<file path="config.mk">
export PLATFORM = sky130hd
export DESIGN_NAME = bcd_uart_tx
export DESIGN_NICKNAME = d
export VERILOG_FILES = /design/src/rtl/bcd_uart_tx.sv
export SDC_FILE = /design/constraint.sdc
export NUM_CORES = 1
export LEC_CHECK = 0
export ABC_AREA = 1
export BUFFER_PORTS_ARGS = -buffer_cell sky130_fd_sc_hd__buf_2
export CAP_MARGIN = 25
export CORE_ASPECT_RATIO = 0.75
export CORE_UTILIZATION = 58
export CTS_CLUSTER_DIAMETER = 200
export CTS_CLUSTER_SIZE = 30
export DETAILED_ROUTE_END_ITERATION = 8
export PLACE_DENSITY_LB_ADDON = 0.12
export RECOVER_POWER = 100
export SLEW_MARGIN = 40
export SYNTH_ARGS = -nofsm -noshare
export SYNTH_HDL_FRONTEND = slang
export SYNTH_SLANG_ARGS = --single-unit
</file>
<file path="constraint.sdc">
create_clock -name clk -period 1.6 [get_ports clk]
set_input_delay 0.08 -clock clk [delete_from_list [all_inputs] [get_ports clk]]
set_output_delay 0.08 -clock clk [all_outputs]
set_load 0.01 [all_outputs]
</file>
<file path="src/rtl/bcd_uart_tx.sv">
// bcd_uart_tx: sends a packed BCD number as ASCII characters over a UART line.
//
// Each message is DIGITS characters, most significant digit first. Digit values
// 0..9 become '0'..'9'; values 10..15 become '?'. When SEND_CRLF=1 the message
// is followed by CR and LF. Frames are 1 start bit, 8 data bits LSB first, an
// optional parity bit and STOP_BITS stop bits. Characters follow one another
// with no idle time between them.
//
// Parameters:
//   DIGITS       BCD digits per message (1..8)
//   CLKS_PER_BIT clk cycles per serial bit (2..65535)
//   PARITY       0 none, 1 even, 2 odd
//   STOP_BITS    1 or 2
//   SEND_CRLF    1 appends CR, LF after the digits
//
// Ports:
//   clk     sole clock, rising edge
//   rst     asynchronous active-high reset
//   bcd     digit i in bits [4i+3:4i], digit DIGITS-1 most significant
//   start   message request, ignored while busy
//   busy    high while a message is in progress
//   done    one-cycle pulse on the edge that ends the last stop bit
//   tx_out  registered serial line, idle high
module bcd_uart_tx #(
  parameter int DIGITS       = 2,
  parameter int CLKS_PER_BIT = 16,
  parameter int PARITY       = 0,
  parameter int STOP_BITS    = 1,
  parameter int SEND_CRLF    = 0
) (
  input  logic                  clk,
  input  logic                  rst,
  input  logic [4*DIGITS-1:0]   bcd,
  input  logic                  start,
  output logic                  busy,
  output logic                  done,
  output logic                  tx_out
);

  localparam int NCHARS = DIGITS + 2 * SEND_CRLF;
  localparam int CW     = (CLKS_PER_BIT > 1) ? $clog2(CLKS_PER_BIT) : 1;

  localparam logic [CW-1:0] CNT_MAX   = CW'(CLKS_PER_BIT - 1);
  localparam logic [3:0]    LAST_CHAR = 4'(NCHARS - 1);
  localparam logic          LAST_STOP = 1'(STOP_BITS - 1);

  typedef enum logic [2:0] {
    IDLE,
    START,
    DATA,
    PAR,
    STOP
  } state_t;

  state_t                state;
  logic [CW-1:0]         clk_cnt;
  logic [2:0]            bit_idx;
  logic                  stop_idx;
  logic [3:0]            char_idx;
  logic [4*DIGITS-1:0]   shadow;

  logic [3:0]            cur_digit;
  logic [7:0]            cur_char;
  logic                  par_bit;
  logic                  bit_end;

  // Character currently being framed, derived from the captured digits and
  // the character index so no separate data shift register is needed.
  always_comb begin
    // NOTE: every output of a combinational block gets a default first;
    // a path that leaves one unassigned would infer a latch.
    cur_digit = '0;
    for (int i = 0; i < DIGITS; i++) begin
      if (char_idx == 4'(DIGITS - 1 - i)) cur_digit = shadow[4*i +: 4];
    end
    cur_char = (cur_digit > 4'd9) ? 8'h3F : {4'h3, cur_digit};
    if (SEND_CRLF != 0) begin
      if (char_idx == 4'(DIGITS))          cur_char = 8'h0D;
      else if (char_idx == 4'(DIGITS + 1)) cur_char = 8'h0A;
    end
    par_bit = (PARITY == 2) ? ~(^cur_char) : (^cur_char);
    bit_end = (clk_cnt == CNT_MAX);
  end

  always_ff @(posedge clk or posedge rst) begin
    if (rst) begin
      state    <= IDLE;
      clk_cnt  <= '0;
      bit_idx  <= '0;
      stop_idx <= 1'b0;
      char_idx <= '0;
      // NOTE: the shadow register is plain state, not a memory array, so it
      // is cleared with everything else to give a fully known reset state.
      shadow   <= '0;
      busy     <= 1'b0;
      done     <= 1'b0;
      tx_out   <= 1'b1;
    end else begin
      // NOTE: non-blocking assignments throughout, so every branch below
      // reads the pre-edge values of state and counters.
      done <= 1'b0;

      // Bit-period counter runs only while a frame is on the line; it wraps
      // to zero at the end of every bit, which also leaves it at zero in IDLE.
      if (state != IDLE) clk_cnt <= bit_end ? '0 : clk_cnt + 1'b1;

      case (state)
        IDLE: begin
          if (start) begin
            shadow   <= bcd;
            char_idx <= '0;
            clk_cnt  <= '0;
            busy     <= 1'b1;
            tx_out   <= 1'b0;
            state    <= START;
          end
        end

        START: begin
          if (bit_end) begin
            bit_idx <= '0;
            tx_out  <= cur_char[0];
            state   <= DATA;
          end
        end

        DATA: begin
          if (bit_end) begin
            if (bit_idx == 3'd7) begin
              if (PARITY != 0) begin
                tx_out <= par_bit;
                state  <= PAR;
              end else begin
                stop_idx <= 1'b0;
                tx_out   <= 1'b1;
                state    <= STOP;
              end
            end else begin
              bit_idx <= bit_idx + 3'd1;
              tx_out  <= cur_char[bit_idx + 3'd1];
            end
          end
        end

        PAR: begin
          if (bit_end) begin
            stop_idx <= 1'b0;
            tx_out   <= 1'b1;
            state    <= STOP;
          end
        end

        STOP: begin
          if (bit_end) begin
            if (stop_idx == LAST_STOP) begin
              if (char_idx == LAST_CHAR) begin
                busy   <= 1'b0;
                done   <= 1'b1;
                tx_out <= 1'b1;
                state  <= IDLE;
              end else begin
                // Next start bit directly follows the last stop bit.
                char_idx <= char_idx + 4'd1;
                tx_out   <= 1'b0;
                state    <= START;
              end
            end else begin
              stop_idx <= 1'b1;
            end
          end
        end

        default: begin
          busy   <= 1'b0;
          tx_out <= 1'b1;
          state  <= IDLE;
        end
      endcase
    end
  end

endmodule

</file>
==> flow_summary.json, run 1 <==
{
  "outcome": "complete, no violations",
  "syn2layout_area_growth_pct": 27.5,
  "max_freq_ghz": 0.652,
  "vias_per_cell": 5.09,
  "core_um2": 2330,
  "relSlewSlack_pct": 60.2,
  "routed_wl_mm": 3.27,
  "num_rows": 15,
  "cap_violations": 0,
  "vdd_drop_max_uv": 1260,
  "critPathBufInv": 1,
  "start_kind": "register",
  "nFillCells": 172,
  "tritoncts": "done",
  "synth.distinct_cells": 26,
  "fin_worst_skew_ns": 0.0128,
  "synth_top_family_by_area": "simple AND/OR/NAND/NOR gates",
  "drc": 0,
  "ant_nets": 0,
  "p_total_mw": 2.95,
  "clockBufferDepth": 2,
  "overflow": 0,
  "p_per_area_nw_per_um2": 1610,
  "slowest_delay_ns": 0.43,
  "comb_power_share_pct": 55.4,
  "min_from": "start",
  "cp-end-kind": "register",
  "fin_tns_setup_ns": 0,
  "multiInputGateArea_um2": 759,
  "dieArea_um2": 2680,
  "synth_mux_area_share_pct": 0,
  "switchingPower_mw": 1.33,
  "initial_core_util_pct": 61.8,
  "final-seq-area_um2": 629,
  "cpMostUsedCell": "nand2_2",
  "cp_max_fo": 4,
  "syn-num-nets": 203,
  "yosys.area_share.simple_pct": 34.0,
  "rsz0062_at_grt": "true",
  "min_path_type": "in2reg",
  "r2r_setup_slack_ns": 0.07,
  "finalHoldViolations": 0,
  "sequentialPowerShare_pct": 34.5,
  "final_cell_count_no_fill": 260,
  "p_clk_share_pct": 10.1,
  "synthAdderAreaFrac_pct": 5.22,
  "placedCellCount": 236,
  "criticalPathCategory": "reg2reg",
  "yosysSeqAreaShare_pct": 43.6,
  "arrival_ns": 1.77,
  "hpwl_mm": 2.24,
  "die_w_um": 59.5,
  "grtUsageTotal_pct": 26.9,
  "drtIter0Drc": 75,
  "reg2reg_to": "char_idx[3]",
  "grt_pass1_wl_mm": 5.22,
  "die_h_um": 45.1,
  "synth-seq-cells": 25,
  "netlist_area_um2": 1440,
  "cts-root-buf": "clkbuf_4",
  "antenna_found_initial": 0,
  "fin_crit_ns": 1.53,
  "hold_end": "clk_cnt[1]",
  "via_count": 1324,
  "whs_path_depth": 4,
  "synth_xor_area_share_pct": 0.609,
  "worstMarginPinSlew_ns": 0.597,
  "port_buffers": 13,
  "path_clk_slew_ns": 0.15,
  "syn_inst": 186,
  "grt_max_degree": 26,
  "path_depth": 10,
  "worst-endpoint-required_ns": 1.84,
  "avgSynthCellArea_um2": 7.73,
  "cts_buffers": 3,
  "setup_viol": 0,
  "cts_sinks": 25,
  "switching_share_pct": 45.1,
  "reg2reg_from": "char_idx[0]",
  "finalNetCount": 244,
  "grt_pass1_vias": 1225,
  "drv_slew": 0,
  "p_int_mw": 1.62,
  "avgRoutedWirePerCell_um": 12.6,
  "antenna_cells": 0,
  "io_pins": 14,
  "htreeDepth": 1,
  "p_leak_nw": 0.939,
  "synth_compound_area_share_pct": 8.62,
  "crit_chain": "buf_6 -> ha_4 -> nand2_4 -> nand2_2 -> nand2_2 -> nand3_4 -> nor2_4 -> nand4_1 -> nand2_1 -> a21oi_2",
  "drive_above_1_share_pct": 30.1,
  "min_period_over_period_pct": 95.8,
  "yosys_warnings": 0,
  "clk_latency_ns": 0.34,
  "worstRegToRegCells": 10,
  "gp_congestion": 0.916,
  "dr.pass1.iters": 6,
  "cp_slowest_cell": "dfrtp_1",
  "cp_top_family": "simple AND/OR/NAND/NOR gates"
}
[worst max-delay path by stage]
stage	to	slack, ns	from
after floorplan	tx_out	0.16	char_idx[0]
after global placement	tx_out	0.07	clk_cnt[0]
after detailed placement	tx_out	0.03	char_idx[1]
after CTS	tx_out	0.03	clk_cnt[0]
after global routing	char_idx[3]	-0.02	char_idx[0]
final	char_idx[3]	0.07	char_idx[0]
[worst min-delay path: cells and delay by family]
kind / cells / cell delay [ns]
simple gates: 3 / 0.15
buf+inv: 1 / 0.10
[flip-flops by register name (all words and copies together) (netlist names)]
register and count:
shadow 8, char_idx 4, clk_cnt 4, bit_idx 3, state 3, busy 1
done 1, tx_out 1
[power by group through the flow]
stage | sequential (mW) | combinational, mW | clock, mW
floorplan | 0.996 | 1.05 | 0
global placement | 1.01 | 1.29 | 0
detailed placement | 1.03 | 1.35 | 0
CTS | 1.01 | 1.38 | 0.297
global route | 1.04 | 1.83 | 0.319
finish | 1.02 | 1.63 | 0.297
[metrics by stage]
| stage | setup WS, ns | hold WS (ns) | util [%] | cell area (um2) |
|---|---|---|---|---|
| after floorplan | 0.156 | 0.107 | - | 1440 |
| after global placement | 0.0682 | 0.137 | 67.5 | 1570 |
| after detailed placement | 0.0302 | 0.144 | 67.5 | 1570 |
| after CTS | 0.0301 | 0.0337 | 73.1 | 1700 |
| after global routing | -0.0215 | 0.0121 | 78.8 | 1830 |
| final | 0.0666 | 0.00762 | 78.8 | 1830 |
[layout make-up]
type	count	area share [%]
clock buffers	3	1.23
clock inverters	1	0.273
inverters	29	5.94
multi-input cells	131	41.4
flip-flops and latches	25	34.3
well taps	34	2.32
repair buffers	37	14.5
[metal layers]
metal / track usage [%] / vias to the layer above / part of all wire, %
li1: - / 665 / -
met1: 33.3 / 612 / 44
met2: 48.8 / 39 / 50
met3: 6.02 / 8 / 4.6
met4: 5.58 / 0 / 1.2
met5: 0 / - / 0
[cells by family after synthesis]
logic type | after synthesis
and+or+nand+nor | 102
buffers and inverters | 30
DFF | 25
AOI/OAI and AO/OA | 22
adders and majority gates | 6
xor gates and xnor gates | 1
[cell usage in the layout, fill, tap and decap left out, drive strengths merged]
master,Yosys,layout
a21oi,6,6
buf,1,24
clkbuf,0,7
clkinv,0,1
dfrtp,24,24
dfstp,1,1
dlygate4sd3,0,9
ha,6,6
inv,29,29
nand2,67,67
nand3,16,16
nand4,1,1
nor2,14,14
nor3,2,2
nor4,1,1
o2111ai,1,1
o21ai,14,14
o31ai,1,1
or2,1,1
xnor2,1,1
[synth_stat cells, drive strengths merged]
| cell | number | share of area (%) |
|---|---|---|
| ha | 6 | 5.2 |
| o21ai | 14 | 4.9 |
| a21oi | 6 | 2.6 |
| dfstp | 1 | 1.8 |
| nand3 | 16 | 6.8 |
| dfrtp | 24 | 42 |
| buf | 1 | 0.35 |
| nor2 | 14 | 6.4 |
| xnor2 | 1 | 0.61 |
| nand4 | 1 | 0.44 |
| nor4 | 1 | 0.44 |
| inv | 29 | 7.6 |
| nor3 | 2 | 0.70 |
| nand2 | 67 | 19 |
| o31ai | 1 | 0.52 |
| or2 | 1 | 0.44 |
| o2111ai | 1 | 0.61 |
[repair_timing]
item / CTS / global route
hold buffers: 9 / 0
endpoints found under the hold margin: 32 / 0
setup endpoints to repair: 1 / 5
buffers inserted: 1 / 10
gates resized for setup: 2 / 19
pin swaps: 0 / 9
Power figures use the tool's default switching activity.
==> run 2: changes to the inputs <==
Settings changed: GPL_TIMING_DRIVEN from default to 0, SKIP_CTS_REPAIR_TIMING from default to 1.
==> run 2 against run 1 <==
Compared with the run above:
- combinational power down 9%
- hold slack better by 0.012 ns
- register-to-register slack about the same
- critical endpoint is now tx_out
- die area stayed put
- fmax down 0.18%
- core utilization shrank 3.5 points
- non-clock buffer count down 9
- clock power decreased by 2%
- critical path type unchanged
==> flow_summary.json, run 2 (synthesis results as in run 1) <==
{
  "drc": 0,
  "start_kind": "register",
  "crit_chain": "inv_2 -> ha_4 -> nor2_1 -> nand3_1 -> nand2_2 -> inv_2 -> nand2_1 -> nand2_2 -> nand2_1 -> nand2_1 -> nand3_1 -> nand2_1 -> a21oi_2",
  "finalHoldViolations": 0,
  "fin_crit_ns": 1.54,
  "arrival_ns": 1.81,
  "top_register": "shadow",
  "drive_above_1_share_pct": 28.1,
  "cts_buffers": 3,
  "final-seq-area_um2": 631,
  "clockBufferDepth": 2,
  "routed_wl_mm": 2.98,
  "biggestRegsByFlops": "shadow: 8 flops, char_idx: 4 flops, clk_cnt: 4 flops",
  "hpwl_mm": 2.09,
  "grt_max_degree": 26,
  "die_h_um": 45.1,
  "cp_top_family": "simple AND/OR/NAND/NOR gates",
  "min_period_over_period_pct": 96.0,
  "cap_violations": 0,
  "via_count": 1242,
  "cpMostUsedCell": "nand2_1",
  "worstMarginPinSlew_ns": 0.929,
  "io_pins": 14,
  "largest_reg_flops": 8,
  "core_um2": 2330,
  "cp_slowest_cell": "dfrtp_1",
  "vdd_drop_max_uv": 987,
  "antenna_found_initial": 0,
  "rsz0062_at_grt": "true",
  "min_path_type": "in2reg",
  "slowest_delay_ns": 0.41,
  "htreeDepth": 1,
  "grt_pass1_wl_mm": 4.62,
  "criticalPathCategory": "reg2reg",
  "grtUsageTotal_pct": 23.2,
  "overflow": 0,
  "tritoncts": "done",
  "syn2layout_area_growth_pct": 21.8,
  "die_w_um": 59.5,
  "multiInputGateArea_um2": 744,
  "ant_nets": 0,
  "cts_sinks": 25,
  "cp-end-kind": "register",
  "critPathBufInv": 2,
  "outcome": "complete, no violations",
  "path_clk_slew_ns": 0.14,
  "drv_slew": 0,
  "antenna_cells": 0,
  "grt_pass1_vias": 1071,
  "port_buffers": 13,
  "num_rows": 15,
  "drtIter0Drc": 43,
  "gp_congestion": 0.797,
  "max_freq_ghz": 0.651,
  "worst_hold_slack_ns": 0.0195,
  "avgRoutedWirePerCell_um": 11.9,
  "clk_latency_ns": 0.33,
  "dieArea_um2": 2680,
  "worst-endpoint-required_ns": 1.87,
  "cp_max_fo": 4,
  "dr.pass1.iters": 4,
  "p_per_area_nw_per_um2": 1600,
  "relSlewSlack_pct": 38.0,
  "p_leak_nw": 0.898,
  "fin_worst_skew_ns": 0.00679,
  "final_common_cell": "nand2_1",
  "final_util_pct": 75.2,
  "nFillCells": 197,
  "initial_core_util_pct": 61.8,
  "finalNetCount": 235,
  "layout_common_cells": "nand2_1, dfrtp_1, inv_1",
  "vias_per_cell": 4.95,
  "setup_viol": 0,
  "cts-root-buf": "clkbuf_4"
}
==> run 2: cell types whose count changed in the layout (fill, tap and decap cells not counted), sizes merged <==
cell	previous run	this run
buf	24	15
==> run 2: worst paths after layout <==
path / startpoint / cells past startpoint / to / slack [ns]
setup / recovery: char_idx[1] / 13 / tx_out / 0.06
hold / removal: start / 4 / clk_cnt[1] / 0.02
setup reg to reg: char_idx[1] / 13 / tx_out / 0.06
hold reg to reg: shadow[2] / 2 / shadow[2] / 0.50
max in group asynchronous: rst / 3 / bit_idx[0] / 0.49
min in group asynchronous: rst / 3 / char_idx[3] / 0.48
==> run 2: through the flow <==
stage | total power, mW | std cells | setup slack [ns] | setup TNS [ns] | cell area (um2)
final | 2.80 | 251 | 0.0638 | 0 | 1750
after global routing | 3.07 | 251 | -0.0695 | -0.106 | 1750
after CTS | 2.61 | 237 | -0.0308 | -0.0308 | 1570
after floorplan | 2.04 | 186 | 0.156 | 0 | 1440
after detailed placement | 2.32 | 233 | 0.00724 | 0 | 1550
after global placement | 2.27 | 233 | 0.0371 | 0 | 1550
==> run 2: power breakdown <==
| group | total [mW] | internal, mW | leakage [nW] | switching (mW) |
|---|---|---|---|---|
| Sequential | 1.03 | 0.862 | 0.316 | 0.164 |
| Combinational | 1.49 | 0.572 | 0.564 | 0.914 |
| Clock | 0.291 | 0.0940 | 0.0177 | 0.197 |
==> run 2: worst register-to-register path, stage by stage, from the launching register on <==
cell,delay (ns)
dfrtp_1,0.41
inv_2,0.09
ha_4,0.18
nor2_1,0.09
nand3_1,0.09
nand2_2,0.11
inv_2,0.03
nand2_1,0.06
nand2_2,0.07
nand2_1,0.06
nand2_1,0.04
nand3_1,0.07
nand2_1,0.06
a21oi_2,0.11
==> run 2: layer usage <==
metal / vias up / part of all wire, % / global-route usage [%]
met2: 20 / 47 / 37.5
met4: 0 / 1.3 / 4.19
met5: - / 0 / 0
met3: 6 / 3.1 / 6.02
li1: 648 / - / -
met1: 568 / 49 / 32.2
==> run 2: layout make-up <==
class                           instances  share of cell area [%]
Clock buffer                            3                    1.29
Tap cell                               34                    2.43
Multi-Input combinational cell        131                    42.5
Inverter                               29                    6.22
Clock inverter                          1                   0.286
Buffer                                  1                   0.429
Timing Repair Buffer                   27                    10.8
Sequential cell                        25                    36.0
==> run 3: changes to the inputs <==
Settings changed: ABC_AREA 1 to default, CORE_UTILIZATION 58 to 57.
==> run 3 against run 2 <==
Compared with the run above:
- setup slack worse by 0.24 ns
- register-to-register slack got worse by 0.24 ns
- synthesized cell count down 23%
- via count fell by 0.81%
- largest power group is now registers
- sequential power rose by 5%
- global-route usage rose by 3.1 points
- the run now ends with setup timing left
- flip-flop and latch count is the same
- largest cell class unchanged
- first-iteration DRC count increased by 60%
==> flow_summary.json, run 3 <==
{
  "grt_max_degree": 26,
  "syn_inst": 144,
  "synth_top_area_share_pct": 42.0,
  "rsz0062_at_grt": "true",
  "dr.pass1.iters": 4,
  "htreeDepth": 1,
  "syn-num-nets": 161,
  "p_int_mw": 1.48,
  "start_kind": "register",
  "yosysSeqAreaShare_pct": 43.8,
  "yosys-top-cells-area": "dfrtp_1, mux2_2, ha_1, o21ai_0, nand2_1",
  "netlist_area_um2": 1430,
  "hold_end": "clk_cnt[1]",
  "arrival_ns": 1.99,
  "reg2reg_to": "char_idx[2]",
  "p_total_mw": 2.39,
  "avgSynthCellArea_um2": 9.94,
  "worst-endpoint-required_ns": 1.82,
  "gp_congestion": 0.881,
  "grt_pass1_vias": 1109,
  "fin_worst_skew_ns": 0.0131,
  "synth.distinct_cells": 44,
  "die_w_um": 59.9,
  "relSlewSlack_pct": 38.1,
  "min_path_type": "in2reg",
  "fin_crit_ns": 1.77,
  "outcome": "complete, but fails checks",
  "min_period_over_period_pct": 111,
  "final_util_pct": 75.2,
  "final_cell_area_um2": 1750,
  "avgRoutedWirePerCell_um": 15.3,
  "whs_path_depth": 3,
  "worstMarginPinSlew_ns": 0.928,
  "r2r_setup_slack_ns": -0.17,
  "final_cell_count_no_fill": 210,
  "worst_hold_slack_ns": 0.0816,
  "hpwl_mm": 2.30,
  "p_per_area_nw_per_um2": 1370,
  "tritoncts": "done",
  "core_um2": 2330,
  "cp-end-kind": "register",
  "biggestRegsByFlops": "shadow: 8 flops, char_idx: 4 flops, clk_cnt: 4 flops",
  "synth-edff-count": 0,
  "cp_max_fo": 4,
  "initial_core_util_pct": 61.5,
  "layout_common_cells": "dfrtp_1, nand2_1, buf_2",
  "cap_violations": 0,
  "syn2layout_area_growth_pct": 22.3,
  "vdd_drop_max_uv": 746,
  "yosysTopAreaCell": "dfrtp_1",
  "dieArea_um2": 2720,
  "io_pins": 14,
  "drv_slew": 0,
  "synth-seq-cells": 25,
  "drive_above_1_share_pct": 28.4,
  "violations": "setup timing",
  "num_rows": 15,
  "drc": 0,
  "via_count": 1232,
  "die_h_um": 45.4,
  "setup_slack_ns": -0.172,
  "grtUsageTotal_pct": 26.3,
  "antenna_found_initial": 0,
  "vias_per_cell": 5.87,
  "min_from": "start",
  "final_common_cell": "dfrtp_1",
  "clk_latency_ns": 0.33,
  "async_flop_share_pct": 100,
  "nFillCells": 195,
  "clockBufferDepth": 2,
  "p_leak_nw": 0.739,
  "dpl-instance-area_um2": 1540,
  "yosys_warnings": 0,
  "finalNetCount": 194,
  "sequentialPowerShare_pct": 45.2,
  "path_clk_slew_ns": 0.12,
  "routed_wl_mm": 3.22,
  "max_freq_ghz": 0.564,
  "port_buffers": 13,
  "overflow": 0,
  "switchingPower_mw": 0.914,
  "cts_buffers": 3,
  "criticalPathCategory": "reg2reg",
  "comb_power_share_pct": 43.1,
  "synth_common_cells": "dfrtp_1, nand2_1, o21ai_0, nor2_1, mux2_2",
  "final-seq-area_um2": 628,
  "reg2reg_from": "char_idx[1]",
  "cts-root-buf": "clkbuf_4",
  "largest_reg_flops": 8,
  "grt_pass1_wl_mm": 5.13,
  "drtIter0Drc": 69,
  "cts_sinks": 25,
  "finalHoldViolations": 0,
  "ant_nets": 0,
  "placedCellCount": 191,
  "p_clk_share_pct": 11.7,
  "synth_ff_type": "dfrtp_1",
  "worstRegToRegCells": 7,
  "antenna_cells": 0,
  "setup_viol": 12,
  "switching_share_pct": 38.2,
  "yosysMostFrequentCell": "dfrtp_1",
  "multiInputGateArea_um2": 790,
  "top_register": "shadow"
}
==> run 3: cell count changes in the layout (fill, tap and decap cells not counted), sizes merged, moves of 4 or more <==
cell   before  now
nand2      67   13
inv        29    7
nand3      16    5
mux2        0    8
buf        15   21
a21o        0    4
a21oi       6    2
o21ai      14   18
==> run 3: area by class of cell <==
type,instances,area share (%)
sequential,25,35.9
clock buffer,4,1.50
multi-input combinational,107,45.1
timing repair buffer,28,11.3
inverter,7,1.50
buffer,5,2.29
tap,34,2.43
==> run 3: how the worst max path moves through the flow <==
stage                startpoint     endpoint  slack, ns  depth (start not counted)
global route        char_idx[1]  char_idx[2]      -0.23                          7
CTS                 char_idx[1]  char_idx[2]      -0.23                          7
detailed placement  char_idx[1]  char_idx[2]      -0.20                          7
floorplan            bit_idx[0]       tx_out       0.01                          7
global placement    char_idx[0]       tx_out      -0.11                          7
finish              char_idx[1]  char_idx[2]      -0.17                          7
==> run 3: logic make-up after synthesis <==
| logic type | count (synthesis) | synth area share, % |
|---|---|---|
| adders and majority gates | 6 | 5.24 |
| buffers and inverters | 12 | 4.37 |
| DFF | 25 | 43.8 |
| and+or+nand+nor | 49 | 18.3 |
| muxes | 8 | 6.29 |
| xor gates and xnor gates | 3 | 1.84 |
| AOI/OAI and AO/OA | 41 | 20.2 |
==> run 3: power by group through the flow <==
stage	Combinational [mW]	Sequential [mW]	Clock (mW)
2_1_floorplan	0.737	1.02	0
3_3_place_gp	0.874	1.06	0
3_5_place_dp	0.919	1.08	0
4_1_cts	0.923	1.07	0.289
5_1_grt	1.15	1.11	0.316
6_report	1.03	1.08	0.280
==> run 3: critical path, stage by stage, from the launching register on <==
cell     delay (ns)
dfrtp_1        0.43
inv_2          0.09
ha_4           0.13
or3b_4         0.40
a31oi_4        0.29
nor3b_2        0.09
xnor2_1        0.18
nor2_1         0.07
==> run 3: metrics by stage <==
stage               setup TNS, ns  setup WS [ns]
floorplan                       0         0.0117
global placement           -0.511         -0.108
detailed placement          -1.30         -0.205
CTS                         -1.57         -0.234
global route                -2.17         -0.235
finish                      -1.24         -0.172
==> run 3: per-layer routing <==
| layer | share of wire [%] | global-route usage [%] | routed length [um] | vias to the layer above |
|---|---|---|---|---|
| met2 | 46 | 39.1 | 1480 | 36 |
| met4 | 1.3 | 9.30 | 41 | 0 |
| met5 | 0 | 0 | 0 | - |
| met3 | 4.8 | 5.97 | 154 | 6 |
| met1 | 48 | 37.9 | 1540 | 596 |
| li1 | - | - | - | 594 |
